File: config.mk
export PLATFORM = sky130hd
export DESIGN_NAME = mem_access
export DESIGN_NICKNAME = d
export VERILOG_FILES = /design/src/rtl/mem_access.sv
export SDC_FILE = /design/constraint.sdc
export NUM_CORES = 1
export LEC_CHECK = 0
export CORE_MARGIN = 2
export CORE_UTILIZATION = 40
export DETAILED_ROUTE_END_ITERATION = 10
export GPL_TIMING_DRIVEN = 0
export PLACE_DENSITY = 0.66
export SLEW_MARGIN = 20
export SYNTH_ARGS = -nofsm -noshare
export SYNTH_HDL_FRONTEND = slang
export SYNTH_SLANG_ARGS = --single-unit
File: constraint.sdc
create_clock -name clk -period 7 [get_ports clk]
set_clock_uncertainty 0.1 [all_clocks]
set_input_delay 2.1 -clock clk [delete_from_list [all_inputs] [get_ports clk]]
set_output_delay 2.1 -clock clk [all_outputs]
set_load 0.01 [all_outputs]
File: src/rtl/mem_access.sv
// -----------------------------------------------------------------------------
// mem_access -- MEM pipeline stage with a byte-wide memory port.
//
// Loads and stores of 1, 2 or 4 bytes are serialised over an 8-bit memory
// port, one byte per cycle, little-endian. Non-memory instructions pass
// straight through to the MEM/WB outputs in one cycle. While a transfer is
// in flight the stage holds the pipeline through stall_req_o.
//
// Ports
//   clk            clock, rising edge
//   rst            synchronous reset, active low
//   valid_i        EX/MEM latch holds an instruction
//   wd_i/wreg_i    destination register address / write enable
//   wdata_i        ALU result (pass-through for non-memory ops)
//   memop_i        0 NONE, 1 LB, 2 LH, 3 LW, 4 LBU, 5 LHU, 6 SB, 7 SH, 8 SW
//   mem_addr_i     load/store byte address
//   store_data_i   store source data
//   mem_din_i      read byte, valid the cycle after its address
//   mem_a_o        byte address (registered)
//   mem_dout_o     write byte (registered)
//   mem_wr_o       write strobe (registered)
//   stall_req_o    pipeline hold, high whenever a transfer is in flight
//   valid_o        one-cycle result pulse (registered)
//   wd_o/wreg_o    destination register address / write enable (registered)
//   wdata_o        result (registered), also the MEM/WB forwarding source
// -----------------------------------------------------------------------------
module mem_access #(
  parameter int ADDR_W = 32,
  parameter int DATA_W = 32
) (
  input  logic              clk,
  input  logic              rst,
  input  logic              valid_i,
  input  logic [4:0]        wd_i,
  input  logic              wreg_i,
  input  logic [DATA_W-1:0] wdata_i,
  input  logic [3:0]        memop_i,
  input  logic [ADDR_W-1:0] mem_addr_i,
  input  logic [DATA_W-1:0] store_data_i,
  input  logic [7:0]        mem_din_i,
  output logic [ADDR_W-1:0] mem_a_o,
  output logic [7:0]        mem_dout_o,
  output logic              mem_wr_o,
  output logic              stall_req_o,
  output logic              valid_o,
  output logic [4:0]        wd_o,
  output logic              wreg_o,
  output logic [DATA_W-1:0] wdata_o
);

  typedef enum logic [1:0] {
    IDLE  = 2'd0,
    ISSUE = 2'd1,
    WAIT  = 2'd2
  } state_t;

  // Decoded operation: direction, signedness of a load, transfer length.
  typedef struct packed {
    logic       is_load;
    logic       is_store;
    logic       sext;
    logic [2:0] nbytes;
  } op_t;

  state_t            state_q;
  op_t               op_q;
  op_t               dec;
  logic [2:0]        k_q;
  logic [2:0]        k_nxt;
  logic              last_byte;
  logic [ADDR_W-1:0] addr_q;
  logic [31:0]       sdata_q;
  logic [31:0]       rbuf_q;
  logic [31:0]       rbuf_d;
  logic [4:0]        wd_lat_q;
  logic              wreg_lat_q;
  logic              capture;
  logic [1:0]        cap_idx;
  logic [DATA_W-1:0] load_res;

  logic [ADDR_W-1:0] mem_a_q;
  logic [7:0]        mem_dout_q;
  logic              mem_wr_q;
  logic              valid_q;
  logic [4:0]        wd_q;
  logic              wreg_q;
  logic [DATA_W-1:0] wdata_q;

  // NOTE: every signal driven from always_comb gets a default first, so no
  // path leaves it unassigned and no latch is inferred.
  always_comb begin
    dec = '0;
    unique case (memop_i)
      4'd1: dec = '{is_load: 1'b1, is_store: 1'b0, sext: 1'b1, nbytes: 3'd1}; // LB
      4'd2: dec = '{is_load: 1'b1, is_store: 1'b0, sext: 1'b1, nbytes: 3'd2}; // LH
      4'd3: dec = '{is_load: 1'b1, is_store: 1'b0, sext: 1'b0, nbytes: 3'd4}; // LW
      4'd4: dec = '{is_load: 1'b1, is_store: 1'b0, sext: 1'b0, nbytes: 3'd1}; // LBU
      4'd5: dec = '{is_load: 1'b1, is_store: 1'b0, sext: 1'b0, nbytes: 3'd2}; // LHU
      4'd6: dec = '{is_load: 1'b0, is_store: 1'b1, sext: 1'b0, nbytes: 3'd1}; // SB
      4'd7: dec = '{is_load: 1'b0, is_store: 1'b1, sext: 1'b0, nbytes: 3'd2}; // SH
      4'd8: dec = '{is_load: 1'b0, is_store: 1'b1, sext: 1'b0, nbytes: 3'd4}; // SW
      default: dec = '0;                                                     // NONE
    endcase
  end

  assign k_nxt     = k_q + 3'd1;
  assign last_byte = (k_nxt == op_q.nbytes);

  // Read data lags its address by one cycle: the byte arriving while k is
  // current belongs to address k-1. WAIT exists only to catch the last byte.
  assign capture = op_q.is_load && ((state_q == ISSUE && k_q != 3'd0) || state_q == WAIT);
  assign cap_idx = 2'(k_q - 3'd1);

  always_comb begin
    rbuf_d = rbuf_q;
    if (capture) rbuf_d[{cap_idx, 3'b000} +: 8] = mem_din_i;
  end

  // Extension uses rbuf_d so the byte captured in WAIT is already included.
  always_comb begin
    load_res = '0;
    unique case (op_q.nbytes)
      3'd1:    load_res = op_q.sext ? DATA_W'($signed(rbuf_d[7:0]))
                                    : DATA_W'(rbuf_d[7:0]);
      3'd2:    load_res = op_q.sext ? DATA_W'($signed(rbuf_d[15:0]))
                                    : DATA_W'(rbuf_d[15:0]);
      default: load_res = DATA_W'(rbuf_d);
    endcase
  end

  // NOTE: state registers use non-blocking assignments so every register
  // samples pre-edge values and simulation matches the synthesized flops.
  always_ff @(posedge clk) begin
    if (!rst) begin
      state_q    <= IDLE;
      op_q       <= '0;
      k_q        <= '0;
      addr_q     <= '0;
      sdata_q    <= '0;
      rbuf_q     <= '0;
      wd_lat_q   <= '0;
      wreg_lat_q <= 1'b0;
      mem_a_q    <= '0;
      mem_dout_q <= '0;
      mem_wr_q   <= 1'b0;
      valid_q    <= 1'b0;
      wd_q       <= '0;
      wreg_q     <= 1'b0;
      wdata_q    <= '0;
    end else begin
      // Pulses default low; wdata_q and wd_q hold between results.
      valid_q  <= 1'b0;
      wreg_q   <= 1'b0;
      mem_wr_q <= 1'b0;

      unique case (state_q)
        IDLE: begin
          if (valid_i) begin
            if (dec.is_load || dec.is_store) begin
              op_q       <= dec;
              addr_q     <= mem_addr_i;
              sdata_q    <= store_data_i[31:0];
              wd_lat_q   <= wd_i;
              wreg_lat_q <= wreg_i;
              rbuf_q     <= '0;
              k_q        <= 3'd0;
              mem_a_q    <= mem_addr_i;
              state_q    <= ISSUE;
              if (dec.is_store) begin
                mem_wr_q   <= 1'b1;
                mem_dout_q <= store_data_i[7:0];
              end
            end else begin
              valid_q <= 1'b1;
              wd_q    <= wd_i;
              wreg_q  <= wreg_i;
              wdata_q <= wdata_i;
            end
          end
        end

        ISSUE: begin
          k_q    <= k_nxt;
          rbuf_q <= rbuf_d;
          if (last_byte) begin
            if (op_q.is_load) begin
              state_q <= WAIT;
            end else begin
              state_q <= IDLE;
              k_q     <= 3'd0;
              valid_q <= 1'b1;
              wd_q    <= wd_lat_q;
              wdata_q <= '0;
            end
          end else begin
            // Address arithmetic wraps at 2^ADDR_W; no alignment check.
            mem_a_q <= addr_q + ADDR_W'(k_nxt);
            if (op_q.is_store) begin
              mem_wr_q   <= 1'b1;
              mem_dout_q <= sdata_q[{k_nxt[1:0], 3'b000} +: 8];
            end
          end
        end

        WAIT: begin
          state_q <= IDLE;
          k_q     <= 3'd0;
          rbuf_q  <= rbuf_d;
          valid_q <= 1'b1;
          wd_q    <= wd_lat_q;
          wreg_q  <= wreg_lat_q;
          wdata_q <= load_res;
        end

        default: state_q <= IDLE;
      endcase
    end
  end

  assign mem_a_o     = mem_a_q;
  assign mem_dout_o  = mem_dout_q;
  assign mem_wr_o    = mem_wr_q;
  assign stall_req_o = (state_q != IDLE);
  assign valid_o     = valid_q;
  assign wd_o        = wd_q;
  assign wreg_o      = wreg_q;
  assign wdata_o     = wdata_q;

endmodule

# Yosys cells after proc, flatten, opt, wreduce, memory -nomap -nowiden
# Memory sizes are Yosys's and may differ from the RTL's.
# Index checks and enable logic that the tools add are counted.
dict set report classes {
  n_addsub 4
  n_eq_ne 13
  shifts 3
  mux 52
  n_reduce_logical 18
}
# cell n
set op_table {}
lappend op_table {{32-bit two-way mux} 12}
lappend op_table {{32-bit case mux with 2 select lines} 3}
lappend op_table {{32-bit case mux with 3 select lines} 1}
lappend op_table {{8-bit two-way mux} 5}
lappend op_table {{32-bit by 3-bit adder with 32-bit output} 1}
lappend op_table {{32-bit bitwise mux} 1}
lappend op_table {{8-bit by 7-bit variable shift with 32-bit output, first input constant} 1}
lappend op_table {{32-bit by 6-bit variable part select with 8-bit output} 1}
lappend op_table {{8-bit by 7-bit variable part select with 32-bit output} 1}
lappend op_table {{5-bit two-way mux} 4}
lappend op_table {{2-bit != test, second input constant} 8}
lappend op_table {{8-bit case mux with 2 select lines} 1}
lappend op_table {{5-bit case mux with 3 select lines} 1}
lappend op_table {{3-bit two-way mux} 4}
lappend op_table {{3-bit AND reduction} 4}
lappend op_table {{1-bit two-way mux} 11}
lappend op_table {{3-bit case mux with 3 select lines} 1}
lappend op_table {{2-bit two-way mux} 4}
lappend op_table {{5-bit negation with 7-bit output} 1}
lappend op_table {{6-bit AND reduction} 1}
lappend op_table {{2-bit nonzero test} 3}
lappend op_table {{3-bit nonzero test} 2}
lappend op_table {{5-bit AND reduction} 1}
lappend op_table {{1-bit case mux with 2 select lines} 2}
lappend op_table {{other kinds (14)} 16}
dict set report totals {
  reg_bits 193
  romBits 96
  inputBits 117
  out_inout_bits 81
  wordCells 109
  memories 1
}
# name words width read_ports rd_clocked_by_memory_dff wr line_no
set memory_table {}
lappend memory_table {{(no name shown)} 16 6 1 0 0 93} ;# unique case (memop_i)

# Longest topological paths before layout
# Gate-level depths: netlist (run 1).
dict set report depth {
  word_depth 8
  depth_mapped 12
  mapped_depth_nobuf 9
}

# Worst setup path before layout (run 1)
# No wires, ideal clock.
dict set report synth_timing {
  path_type {input -> register}
  start {input memop_i[0]}
  end {register rbuf_q[24]}
  setup_ps 76
  arrival_time_ps 3791
  required_time_ps 6824
  path_slack_ps 3033
  path_stages 9
  path_buffers 1
  cell_sequence {inv_1 -> ha_1 -> nor3b_1 -> a211oi_2 -> o21ai_2 -> nor2_1 -> or4b_1 -> clkbuf_1 -> o22ai_1}
}
dict set report synth_via {
  elab_chain_cells 4
}
# item line_no
set synth_rtl {}
lappend synth_rtl {{from (decl)} 37} ;# input logic [3:0] memop_i,
lappend synth_rtl {{memory 16 x 6 bit} --}
lappend synth_rtl {{1-bit logical OR} 159} ;# if (dec.is_load || dec.is_store) begin
lappend synth_rtl {{2-bit != test (no line)} --}
lappend synth_rtl {{3-bit AND reduction (no line)} --}
lappend synth_rtl {{to (signal assigned)} 184} ;# rbuf_q <= rbuf_d;
lappend synth_rtl {{to (signal assigned)} 208} ;# rbuf_q <= rbuf_d;
lappend synth_rtl {{to (decl)} 73} ;# logic [31:0] rbuf_q;
# No other way between the ends.
# A chain may end at the register's enable or synchronous reset.

# Worst setup path after layout (run 1)
dict set report layout_timing {
  start {input memop_i[0]}
  end {register rbuf_q[25]}
}
# The elaborated chain is that of the path after synthesis.

==> flow_metrics.env, run 1 <==
export IMPL_post_synth_inst_count=1122
export IMPL_syn_mean_instance_area_um2=8.259
export IMPL_synth_commonest_cells="sky130_fd_sc_hd__dfxtp_1 (193), sky130_fd_sc_hd__nand2_1 (192), sky130_fd_sc_hd__a21oi_1 (151)"
export IMPL_vdd_ir_max_mv=0.1806
export IMPL_postRouteAntennaNets=0
export IMPL_report_power_total_mw=3.224
export IMPL_start_util_pct=40.80
export IMPL_post_synth_num_cell_types=71
export IMPL_holdCritPathClass="reg -> reg"
export IMPL_detailroute_via_count=9197
export IMPL_placement_io_buffers=196
export IMPL_gp_congestion=0.8851
export IMPL_detailed_place_hpwl_um=22690
export IMPL_pin_count_of_the_biggest_net_entering_global_routing=18
export IMPL_synth_enable_flop_cells=0
export IMPL_firstDrtPassIters=5
export IMPL_post_cts_setup_buffer_count=0
export IMPL_report_final_slew_viol_count=0
export IMPL_grt_pass1_vias=8700
export IMPL_netlist_area_um2=9266
export IMPL_holdPathStages=2
export IMPL_fp_coreArea_um2=22710
export IMPL_register_area_share_after_synthesis_pct=41.70
export IMPL_drt_iter0_drc=643
export IMPL_worstSetupPathType="in -> reg"
export IMPL_vias_per_cell=5.622
export IMPL_totalNegativeSetupSlack_ps=0
export IMPL_whs_endpoint="sdata_q[17]"
export IMPL_post_route_drc_count=0
export IMPL_h_tree_depth=4
export IMPL_ff_latch_area_um2=3864
export IMPL_grt_overflow=0
export IMPL_yosys_top_cells_area="sky130_fd_sc_hd__dfxtp_1 (42%), sky130_fd_sc_hd__a21oi_1 (8.2%), sky130_fd_sc_hd__nand2_1 (7.8%), sky130_fd_sc_hd__nand3_1 (3.8%), sky130_fd_sc_hd__mux2i_1 (3.3%)"
export IMPL_rrSetupSlack_ps=2230
export IMPL_routed_wire_length_per_instance_um=19.00
export IMPL_synth_most_common_cell="sky130_fd_sc_hd__dfxtp_1"
export IMPL_hold_viol_final=0
export IMPL_crit_required_ps=7180
export IMPL_fmax_mhz=204.4
export IMPL_max_cap_violations=0
export IMPL_status="finished, final reports clean"
export IMPL_core_rowCount=55
export IMPL_worst_r2r_path_depth=11
export IMPL_cts_tree="built"
export IMPL_holdWs_ps=354.6
export IMPL_horizontal_extent_of_the_die_um=156.2
export IMPL_flow_area_growth_from_synthesis_pct=31.53
export IMPL_synthFlopType="sky130_fd_sc_hd__dfxtp_1"
export IMPL_synth_warnings=0
export IMPL_worstSkewPairLatency_ps=450
export IMPL_clk_pin_slew_worst_paths_ps=70
export IMPL_floorplan_die_area_um2=24400
export IMPL_antenna_found_initial=2
export IMPL_filler_cells_inserted=2224
export IMPL_grt_setup_unrepaired="false"
export IMPL_worstReg2RegStart="k_q[0]"
export IMPL_drive_above_1_share_pct=6.148
export IMPL_ctsLongestPathBuffers=2
export IMPL_post_synth_top_area_fraction_pct=41.70
export IMPL_count_of_cells_resized_by_post_cts_repair=0
export IMPL_routed_wl_um=31090
export IMPL_synth_largest_area_cell="sky130_fd_sc_hd__dfxtp_1"
export IMPL_crit_end_element="flop"
export IMPL_hold_wc_startpoint="sdata_q[17]"
export IMPL_grt_first_pass_wirelength_um=47550
export IMPL_ys_ff_latch=193
export IMPL_die_height_um=156.2
export IMPL_cts_hold_repair_buffers=0
export IMPL_clockRootBuffer="sky130_fd_sc_hd__clkbuf_16"
export IMPL_powerDensity_nw_per_um2=264.5
export IMPL_async_reset_ff_share_pct=0
export IMPL_cp_max_fo=9
export IMPL_grt_usage_pct=25.16
export IMPL_worstReg2RegEnd="mem_a_o[29]"
export IMPL_layout_nets=1472
export IMPL_syn_nets=1257
export IMPL_period_needed_ps=4892
export IMPL_worst_slew_pin_slew_ps=1046
export IMPL_start_kind="primary input"
export IMPL_worst_endpoint_arrival_ps=5080
export IMPL_io_pins=198
export IMPL_timing_slew_headroom_pct=30.26
export IMPL_cts_buffers_inserted=17
export IMPL_multi_input_gate_area_um2=4987
export IMPL_clkSinkCount=193
export IMPL_leakage_nw=4.147
export IMPL_finalSetupViolCount=0
export IMPL_period_share_pct=69.88
how the worst max path moves through the flow:
stage,startpoint,endpoint,slack [ps],depth (start not counted)
floorplan,memop_i[0],rbuf_q[24],3030,9
global placement,memop_i[0],rbuf_q[29],1760,8
detailed placement,memop_i[0],rbuf_q[29],1770,8
CTS,memop_i[0],rbuf_q[25],2230,8
global route,memop_i[0],rbuf_q[31],1960,8
finish,memop_i[0],rbuf_q[25],2110,8
registers in the layout, indices dropped and copies added (netlist names), 2 cells and up:
register,count
mem_dout_o,8
wd_lat_q,5
sdata_q,32
state_q,2
k_q,3
mem_a_o,32
op_q,6
wdata_o,32
wd_o,5
rbuf_q,32
addr_q,32
layer usage:
metal  track usage [%]  vias to the layer above  share of wire [%]  wire, µm
met5                 0                        -              0.048        15
met4             8.082                        2                2.2       692
met3             5.167                       47                7.4      2290
met2             41.40                      365                 47     14730
met1             33.12                     4341                 43     13360
li1                  -                     4442                  -         -
per-stage QoR:
| step | worst slack, ps | util [%] | cell area (µm²) | std cells |
|---|---|---|---|---|
| after floorplan | 3033 | - | 9266 | 1122 |
| after global placement | 1757 | 51.01 | 11580 | 1603 |
| after detailed placement | 1771 | 51.01 | 11580 | 1603 |
| after CTS | 2229 | 53.66 | 12190 | 1635 |
| after global routing | 1964 | 53.67 | 12190 | 1636 |
| final | 2108 | 53.67 | 12190 | 1636 |
final cells by class:
cell class / count / share of cell area (%)
repair buffers: 196 / 16.10
plain buffers: 86 / 2.885
clock buffers: 20 / 3.747
diodes: 1 / 0.02053
clock inverters: 12 / 1.181
multi-input cells: 826 / 40.92
well taps: 285 / 2.926
flip-flops and latches: 193 / 31.70
inverters: 17 / 0.5236
kinds of logic after synthesis:
| logic type | Yosys count | synth area share (%) |
|---|---|---|
| simple gates | 423 | 21.00 |
| compound gates | 312 | 21.60 |
| flops | 193 | 41.70 |
| buf+inv | 103 | 4.483 |
| mux | 40 | 5.441 |
| xor+xnor | 33 | 3.268 |
| fa+ha+maj | 18 | 2.511 |
critical path, cell delays in order:
cell                              delay [ps]
sky130_fd_sc_hd__clkdlybuf4s50_1         560
sky130_fd_sc_hd__inv_1                   110
sky130_fd_sc_hd__ha_1                    220
sky130_fd_sc_hd__nor3b_1                 170
sky130_fd_sc_hd__a211oi_2                800
sky130_fd_sc_hd__a21oi_1                 310
sky130_fd_sc_hd__a21oi_1                 630
sky130_fd_sc_hd__o22ai_1                 180
report_power, final:
| group | internal, mW | switching (mW) | total, mW | leakage (nW) |
|---|---|---|---|---|
| Sequential | 1.22 | 0.0796 | 1.30 | 1.58 |
| Combinational | 0.396 | 0.509 | 0.905 | 2.27 |
| Clock | 0.555 | 0.463 | 1.02 | 0.297 |
cell usage in the layout (no fill, tap or decap), types with 12 or more instances in the layout:
cell                              Yosys  routed
sky130_fd_sc_hd__a211oi_1            14      14
sky130_fd_sc_hd__a21oi_1            151     151
sky130_fd_sc_hd__clkbuf_1            67      68
sky130_fd_sc_hd__clkbuf_16            0      17
sky130_fd_sc_hd__clkdlybuf4s50_1      0     196
sky130_fd_sc_hd__dfxtp_1            193     193
sky130_fd_sc_hd__ha_1                17      17
sky130_fd_sc_hd__inv_1               14      14
sky130_fd_sc_hd__mux2i_1             31      31
sky130_fd_sc_hd__nand2_1            192     192
sky130_fd_sc_hd__nand2b_1            13      13
sky130_fd_sc_hd__nand3_1             70      70
sky130_fd_sc_hd__nand4_1             14      14
sky130_fd_sc_hd__nor2_1              80      80
sky130_fd_sc_hd__nor3_1              12      12
sky130_fd_sc_hd__o211ai_1            20      20
sky130_fd_sc_hd__o21ai_0             31      31
sky130_fd_sc_hd__xnor2_1             24      24
No activity file was read; power rests on OpenSTA's default activity.
==> inputs of run 2 (changes only) <==
==> constraint.sdc (replaced) <==
create_clock -name clk -period 4.7 [get_ports clk]
set_clock_uncertainty 0.1 [all_clocks]
set_input_delay 1.41 -clock clk [delete_from_list [all_inputs] [get_ports clk]]
set_output_delay 1.41 -clock clk [all_outputs]
set_load 0.01 [all_outputs]
==> flow_metrics.env, run 2 (synthesis gave the netlist of run 1 again) <==
export IMPL_worst_setup_path_startpoint="k_q[0]"
export IMPL_grt_first_pass_wirelength_um=47590
export IMPL_worst_endpoint_arrival_ps=4450
export IMPL_flow_area_growth_from_synthesis_pct=31.68
export IMPL_finalSetupViolCount=0
export IMPL_vias_per_cell=5.596
export IMPL_clk_pin_slew_worst_paths_ps=70
export IMPL_horizontal_extent_of_the_die_um=156.2
export IMPL_fmax_mhz=235.5
export IMPL_routed_wire_length_per_instance_um=18.97
export IMPL_firstDrtPassIters=5
export IMPL_grt_pass1_vias=8761
export IMPL_post_route_drc_count=0
export IMPL_routed_wl_um=31040
export IMPL_timing_slew_headroom_pct=30.32
export IMPL_h_tree_depth=4
export IMPL_layout_nets=1472
export IMPL_grt_usage_pct=25.19
export IMPL_worst_r2r_path_depth=11
export IMPL_place_detailed_instances=1603
export IMPL_worstReg2RegStart="k_q[0]"
export IMPL_cp_slowest_stage_delay_ps=540
export IMPL_drive_above_1_share_pct=6.370
export IMPL_floorplan_die_area_um2=24400
export IMPL_period_share_pct=90.36
export IMPL_vdd_ir_max_mv=0.2702
export IMPL_cts_hold_repair_buffers=0
export IMPL_grt_overflow=0
export IMPL_critical_path_endpoint="mem_a_o[29]"
export IMPL_layout_cells_non_filler=1636
export IMPL_placement_io_buffers=196
export IMPL_ff_latch_area_um2=3864
export IMPL_rrSetupSlack_ps=450
export IMPL_fin_area_um2=12200
export IMPL_drt_iter0_drc=651
export IMPL_layout_common_cells="sky130_fd_sc_hd__clkdlybuf4s50_1 (196), sky130_fd_sc_hd__dfxtp_1 (193), sky130_fd_sc_hd__nand2_1 (192)"
export IMPL_worstPathCellList="clkbuf_1 > clkbuf_2 > inv_1 > ha_1 > ha_1 > a211oi_1 > nor2_2 > nand3_1 > nor2_1 > xnor2_1 > o221ai_1"
export IMPL_core_rowCount=55
export IMPL_worst_slew_pin_slew_ps=1045
export IMPL_post_cts_setup_buffer_count=0
export IMPL_detailroute_via_count=9155
export IMPL_ctsLongestPathBuffers=2
export IMPL_holdWs_ps=353.9
export IMPL_cpMaxStageDelayCell="sky130_fd_sc_hd__dfxtp_1"
export IMPL_crit_top_cell="sky130_fd_sc_hd__ha_1"
export IMPL_totalNegativeSetupSlack_ps=0
export IMPL_max_cap_violations=0
export IMPL_powerDensity_nw_per_um2=393.7
export IMPL_worstSetupPathType="reg -> reg"
export IMPL_start_kind="flop"
export IMPL_holdCritPathClass="reg -> reg"
export IMPL_worstSkewPairLatency_ps=450
export IMPL_filler_cells_inserted=2221
export IMPL_multi_input_gate_area_um2=4999
export IMPL_worstReg2RegEnd="mem_a_o[29]"
export IMPL_clkSinkCount=193
export IMPL_detailed_place_hpwl_um=22690
export IMPL_commonest_non_fill_non_tap_cell_in_the_layout="sky130_fd_sc_hd__clkdlybuf4s50_1"
export IMPL_die_height_um=156.2
export IMPL_leakage_nw=4.155
export IMPL_cts_buffers_inserted=17
export IMPL_pin_count_of_the_biggest_net_entering_global_routing=18
export IMPL_crit_required_ps=4900
export IMPL_fp_coreArea_um2=22710
export IMPL_crit_end_element="flop"
export IMPL_gp_congestion=0.8851
export IMPL_cp_max_fo=10
export IMPL_clockRootBuffer="sky130_fd_sc_hd__clkbuf_16"
export IMPL_final_core_utilization_pct=53.73
export IMPL_report_final_slew_viol_count=0
export IMPL_start_util_pct=40.80
export IMPL_status="finished, final reports clean"
export IMPL_cts_tree="built"
export IMPL_period_needed_ps=4247
export IMPL_io_pins=198
export IMPL_grt_setup_unrepaired="false"
export IMPL_antenna_found_initial=2
export IMPL_placed_standard_cell_area_um2=11580
export IMPL_hold_viol_final=0
export IMPL_postRouteAntennaNets=0
==> run 2: layer usage <==
layer	track usage, %	routed length, µm	part of all wire (%)
met1	33.03	13260	43
met2	41.15	14560	47
met3	5.361	2418	7.8
met4	8.737	786	2.5
met5	0	15	0.048
==> run 2: through the flow <==
step / total power [mW] / setup WS (ps)
after floorplan: 2.647 / 1423
after global placement: 3.297 / 99.53
after detailed placement: 3.309 / -51.85
after CTS: 4.808 / 39.96
after global routing: 5.013 / 242.2
final: 4.804 / 453.1
==> run 2: worst min-delay path by stage <==
stage          slack, ps        start          end  depth (start not counted)
2_1_floorplan        330      op_q[3]      op_q[3]                          2
3_3_place_gp         340   sdata_q[6]   sdata_q[6]                          2
3_5_place_dp         340   sdata_q[6]   sdata_q[6]                          2
4_1_cts              350   sdata_q[6]   sdata_q[6]                          2
5_1_grt              370  sdata_q[16]  sdata_q[16]                          2
6_report             350  sdata_q[18]  sdata_q[18]                          2
==> run 2: critical path, delay by kind of cell (launching register included) <==
kind                       cells  cell delay [ps]
AOI/OAI and AO/OA              2              260
buffers and inverters          3             1150
and+or+nand+nor                3              990
DFF                            1              540
xor gates and xnor gates       1              190
adders and majority gates      2              870
==> run 2: layout make-up <==
class	count	area share, %
Sequential cell	193	31.67
Timing Repair Buffer	196	16.08
Buffer	86	2.902
Clock buffer	20	3.743
Inverter	17	0.5230
Antenna cell	1	0.02051
Clock inverter	12	1.179
Multi-Input combinational cell	826	40.97
Tap cell	285	2.922
==> run 2: repair_timing <==
action                                 CTS  global route
setup endpoints to repair                4            30
endpoints found under the hold margin    0             0
resized for setup                        1             4
==> run 2: power breakdown <==
group / internal [mW] / switching [mW]
sequential: 1.82 / 0.119
combinational: 0.591 / 0.759
clock: 0.827 / 0.690
